--- config.mk ---
export PLATFORM = sky130hd
export DESIGN_NAME = display_scan_controller
export DESIGN_NICKNAME = d
export VERILOG_FILES = /design/src/rtl/display_pkg.sv /design/src/rtl/lz_mask_8.sv /design/src/rtl/display_scan_controller.sv
export SDC_FILE = /design/constraint.sdc
export NUM_CORES = 1
export LEC_CHECK = 0
export BUFFER_PORTS_ARGS = -buffer_cell sky130_fd_sc_hd__buf_2
export CORE_MARGIN = 8
export CORE_UTILIZATION = 40
export CTS_CLUSTER_DIAMETER = 60
export DETAILED_ROUTE_END_ITERATION = 16
export GPL_ROUTABILITY_DRIVEN = 0
export PLACE_DENSITY = 0.62
export REMOVE_ABC_BUFFERS = 1
export SLEW_MARGIN = 15
export SYNTH_ARGS = -nofsm -noshare
export SYNTH_HDL_FRONTEND = slang
export SYNTH_HIERARCHICAL = 1
export SYNTH_SLANG_ARGS = --single-unit
--- constraint.sdc ---
create_clock -name clk -period 3.6 [get_ports clk]
set_input_delay 0.72 -clock clk [delete_from_list [all_inputs] [get_ports clk]]
set_output_delay 0.72 -clock clk [all_outputs]
set_load 0.01 [all_outputs]
--- src/rtl/display_pkg.sv ---
// Shared types for the 8-digit scan controller: FSM encoding, digit count, one-hot digit select.
package display_pkg;

    localparam int NUM_DIGITS = 8;
    localparam int DIG_IDX_W  = $clog2(NUM_DIGITS);

    typedef enum logic [1:0] {
        IDLE  = 2'd0,
        ON    = 2'd1,
        BLANK = 2'd2
    } scan_state_t;

    function automatic logic [NUM_DIGITS-1:0] digit_sel(input logic [DIG_IDX_W-1:0] idx);
        digit_sel      = '0;
        digit_sel[idx] = 1'b1;
    endfunction

endpackage

--- src/rtl/lz_mask_8.sv ---
// Leading-zero digit mask: keeps digits up to the highest nonzero nibble, digit 0 always kept.
// Purely combinational; no flow control.
module lz_mask_8
    import display_pkg::*;
(
    input  logic [31:0] digs,
    input  logic        blank_lz,
    output logic [7:0]  mask
);

    logic seen;

    // Walk from the top digit down; once a nonzero nibble is seen every lower digit stays lit.
    always_comb begin
        mask = 8'h01;
        seen = 1'b0;
        for (int k = NUM_DIGITS - 1; k > 0; k--) begin
            seen    = seen | (digs[4*k +: 4] != 4'h0);
            mask[k] = seen;
        end
        if (!blank_lz) begin
            mask = 8'hFF;
        end
    end

endmodule

--- src/rtl/display_scan_controller.sv ---
// Scans 8 digits (PRESCALE lit + BLANK_CYCLES dark each); an_on lags state/digs by one cycle.
// Loads are held pending (load_ready low) and committed at the frame wrap, or next cycle when idle.
module display_scan_controller
    import display_pkg::*;
#(
    parameter int PRESCALE     = 100000,
    parameter int BLANK_CYCLES = 4
) (
    input  logic        clk,
    input  logic        reset,
    input  logic        enable,
    input  logic        load_valid,
    input  logic [31:0] load_data,
    output logic        load_ready,
    input  logic        blank_lz,
    input  logic [7:0]  dig_mask,
    output logic [31:0] digs,
    output logic [2:0]  counter,
    output logic [7:0]  an_on,
    output logic        frame_done
);

    localparam int PW = (PRESCALE > 1) ? $clog2(PRESCALE) : 1;
    localparam int BW = (BLANK_CYCLES > 1) ? $clog2(BLANK_CYCLES) : 1;
    localparam logic [PW-1:0] PRESC_LAST = PW'(PRESCALE - 1);
    localparam logic [BW-1:0] BLANK_LAST = BW'((BLANK_CYCLES > 0) ? BLANK_CYCLES - 1 : 0);

    scan_state_t state_q, state_d;
    logic [PW-1:0] presc_q, presc_d;
    logic [BW-1:0] blank_q, blank_d;
    logic [2:0]    counter_q, counter_d;
    logic          frame_done_q, frame_done_d;
    logic [31:0]   digs_q, digs_d;
    logic [31:0]   pend_dat_q, pend_dat_d;
    logic          pend_q, pend_d;
    logic [7:0]    an_on_q, an_on_d;
    logic          step, wrap, accept, commit;
    logic [7:0]    lz_mask;

    lz_mask_8 u_lz_mask (
        .digs     (digs_q),
        .blank_lz (blank_lz),
        .mask     (lz_mask)
    );

    always_ff @(posedge clk or posedge reset) begin
        if (reset) begin
            state_q <= IDLE;
        end else begin
            state_q <= state_d;
        end
    end

    always_comb begin
        state_d   = state_q;
        presc_d   = presc_q;
        blank_d   = blank_q;
        counter_d = counter_q;
        step      = 1'b0;
        if (!enable) begin
            state_d   = IDLE;
            presc_d   = '0;
            blank_d   = '0;
            counter_d = '0;
        end else begin
            case (state_q)
                IDLE: begin
                    state_d = ON;
                    presc_d = '0;
                end
                ON: begin
                    if (presc_q == PRESC_LAST) begin
                        presc_d = '0;
                        if (BLANK_CYCLES == 0) begin
                            step = 1'b1;
                        end else begin
                            state_d = BLANK;
                            blank_d = '0;
                        end
                    end else begin
                        presc_d = presc_q + 1'b1;
                    end
                end
                BLANK: begin
                    if (blank_q == BLANK_LAST) begin
                        state_d = ON;
                        blank_d = '0;
                        step    = 1'b1;
                    end else begin
                        blank_d = blank_q + 1'b1;
                    end
                end
                default: state_d = IDLE;
            endcase
        end
        if (step) begin
            counter_d = counter_q + 3'd1;
        end
        wrap = step && (counter_q == 3'd7);
    end

    // pend_q set means load_ready is low, so accept and commit are mutually exclusive.
    always_comb begin
        accept       = load_valid && !pend_q;
        commit       = pend_q && ((state_q == IDLE) || wrap);
        pend_d       = pend_q;
        pend_dat_d   = pend_dat_q;
        digs_d       = digs_q;
        frame_done_d = wrap;
        if (commit) begin
            digs_d = pend_dat_q;
            pend_d = 1'b0;
        end
        if (accept) begin
            pend_dat_d = load_data;
            pend_d     = 1'b1;
        end
    end

    always_comb begin
        an_on_d = 8'h00;
        if (state_q == ON) begin
            an_on_d = digit_sel(counter_q) & dig_mask & lz_mask;
        end
    end

    always_ff @(posedge clk or posedge reset) begin
        if (reset) begin
            presc_q      <= '0;
            blank_q      <= '0;
            counter_q    <= '0;
            frame_done_q <= 1'b0;
            digs_q       <= '0;
            pend_dat_q   <= '0;
            pend_q       <= 1'b0;
            an_on_q      <= '0;
        end else begin
            presc_q      <= presc_d;
            blank_q      <= blank_d;
            counter_q    <= counter_d;
            frame_done_q <= frame_done_d;
            digs_q       <= digs_d;
            pend_dat_q   <= pend_dat_d;
            pend_q       <= pend_d;
            an_on_q      <= an_on_d;
        end
    end

    assign load_ready = !pend_q;
    assign digs       = digs_q;
    assign counter    = counter_q;
    assign an_on      = an_on_q;
    assign frame_done = frame_done_q;

endmodule

==> flow_metrics.tcl <==
set metrics [dict create \
    status "complete, no violations" \
    cts_hold_buf 0 \
    maxSlewHeadroom_pct 65.5 \
    synth_warnings 6 \
    drt_pass1_iterations 4 \
    clk_latency_ns 0.35 \
    syn_to_final_growth_pct 19.6 \
    cts_tree "yes" \
    critical_path_class "register to register" \
    dieArea_um2 14000 \
    fillers 936 \
    grt_pass1_wl_um 15400 \
    start_kind "register" \
    placedCellCount 536 \
    grt_setup_unrepaired "no" \
    final_nets 460 \
    setup_violations 0 \
    synth_seq_area_share_pct 58.3 \
    hold_class "input port to async pin" \
    dp_hpwl_um 6560 \
    drv_slew 0 \
    vias 2787 \
    initial_utilization_pct 40.9 \
    fp.dieH_um 119 \
    layout.cells.non_filler 552 \
    grt_start_max_net_pins 43 \
    synth.top_cell.area_share_pct 58.3 \
    gr-usage-all-layers_pct 13.4 \
    antennaDiodeCount 0 \
    post_cts_buffers 0 \
    tns_ns 0 \
    cts.sinks 98 \
    die_x_um 119 \
    yosysMostFrequentCell "dfrtp_1" \
    cts_buffers 9 \
    hold_violations 0 \
    post_cts_resized 0 \
    clock-skew-final_ns 0.0113 \
    syn_area_um2 4200 \
    num_rows 37 \
    finalCritPeriodShare_pct 63.4 \
    drt_wl_total_um 9090 \
    synth_cell_types 48 \
    wl_per_cell_um 16.5 \
    htreeDepth 3 \
    powerDensity_nw_per_um2 602 \
    setup.worst_path.end_class "register" \
    grt_pass1_vias 2984 \
    path_max_fanout 33 \
    peakVddDrop_mv 0.322 \
    drv_cap 0 \
    antenna_found_initial 2 \
    io_buffer_count 89 \
    syn_inst 322 \
    power.leakage_nw 2.25 \
    async_flop_share_pct 100 \
    fin_crit_ns 2.28 \
    clockBufferDepth 2 \
    fmax_mhz 438 \
    avgSynthCellArea_um2 13.1 \
    synth_common_cells "dfrtp_1, mux2_2, nor2_1, nand2_1, nand4_1" \
    drc 0 \
    layout-drive-gt1-share_pct 44.0 \
    clk_pin_slew_ns 0.09 \
    drt_iter0_drc 75 \
    root_buffer "clkbuf_8" \
    antenna_left 0 \
    cp.arrival_ns 2.53 \
    synth.area.top_cells "dfrtp_1, mux2_2, nor2_1, nand4_1, xor2_1" \
    synth_area_leader_cell "dfrtp_1" \
    yosys_register_bits 98 \
    routed_via_density 5.05 \
    synth-edff-count 0 \
    worstPathRequired_ns 3.85 \
    grt_remaining_overflow 0 \
    ys.flop_type "dfrtp_1" \
    core-area_um2 10300 \
    worst_slew_pin_slew_ns 0.518 \
    pin_count 90 \
]
[sequential cells by signal, summed over array words and instances (netlist names)]
register,cells
state_q,2
pend_dat_q,32
blank_q,2
pend_q,1
an_on,8
frame_done,1
presc_q,17
counter,3
digs,32
[report_power, final]
| part | switching [mW] | internal (mW) |
|---|---|---|
| clock network | 0.377 | 0.487 |
| logic | 0.286 | 0.340 |
| registers | 0.181 | 1.35 |
[cell families after synthesis]
logic type / after synthesis / share of synthesized area (%)
AO/OA/AOI/OAI: 20 / 3.15
adder cells (fa/ha/maj): 4 / 1.19
other: 1 / 0.0892
XOR/XNOR: 12 / 2.50
buffers and inverters: 19 / 2.41
AND/OR/NAND/NOR: 101 / 14.4
multiplexers: 67 / 17.9
flip-flops: 98 / 58.3
[layout by cell type (no fill, tap or decap), types with 2 or more instances in the layout]
cell type,n
dfrtp_1,98
buf_2,89
mux2_2,60
nor2_1,25
nand2_1,15
nand4_1,10
clkbuf_8,10
xor2_1,7
nand3_1,6
nor2b_1,5
o21ai_0,5
xnor2_1,5
mux2_1,5
nor4_1,5
a21oi_1,4
a31oi_1,4
nand2b_1,4
nand4b_1,4
ha_1,4
buf_4,4
nor4_2,4
nor3_1,3
bufinv_16,3
mux2i_1,2
inv_1,2
and4_1,2
and2_1,2
nor3b_1,2
o21a_1,2
a22o_1,2
[routing by layer]
layer	vias to the layer above	part of all wire, %	GRT usage (%)
li1	1318	-	-
met1	1377	46	17.6
met2	73	45	19.6
met3	15	7.5	5.81
met4	4	1.2	3.95
met5	-	0.27	0
[critical path, stage by stage (launching register included)]
cell	delay, ns
dfrtp_1	0.57
ha_1	0.21
ha_1	0.13
nand3_1	0.16
a211oi_4	0.27
buf_4	0.42
mux2_2	0.39
[per-stage QoR]
stage	cell area (um^2)	power [mW]	hold WS [ns]	util [%]	setup slack, ns
4_1_cts	5030	3.08	0.419	48.9	1.31
5_1_grt	5030	3.21	0.439	48.9	1.17
3_3_place_gp	4780	2.18	0.474	46.5	1.33
3_5_place_dp	4780	2.20	0.473	46.5	1.25
6_report	5030	3.02	0.409	48.9	1.32
2_1_floorplan	4120	1.90	0.452	-	0.318
[final timing paths]
path                                      from              to  slack (ns)  cells after the start
min in group clk                pend_dat_q[24]  pend_dat_q[24]        0.49                      1
worst max register to register      counter[0]        digs[21]        1.32                      6
worst min register to register  pend_dat_q[24]  pend_dat_q[24]        0.49                      1
worst max-delay path                counter[0]        digs[21]        1.32                      6
max in group asynchronous                reset        digs[25]        2.43                      3
worst min-delay path                     reset        digs[24]        0.41                      2
[layout make-up]
cell class,count,area (um^2),area share [%]
sequential,98,2450,48.8
multi-input combinational,205,1660,33.0
timing repair buffer,93,475,9.46
tap,136,170,3.38
clock buffer,11,141,2.81
clock inverter,5,110,2.19
inverter,4,17.5,0.348
Power figures use the tool's default switching activity.
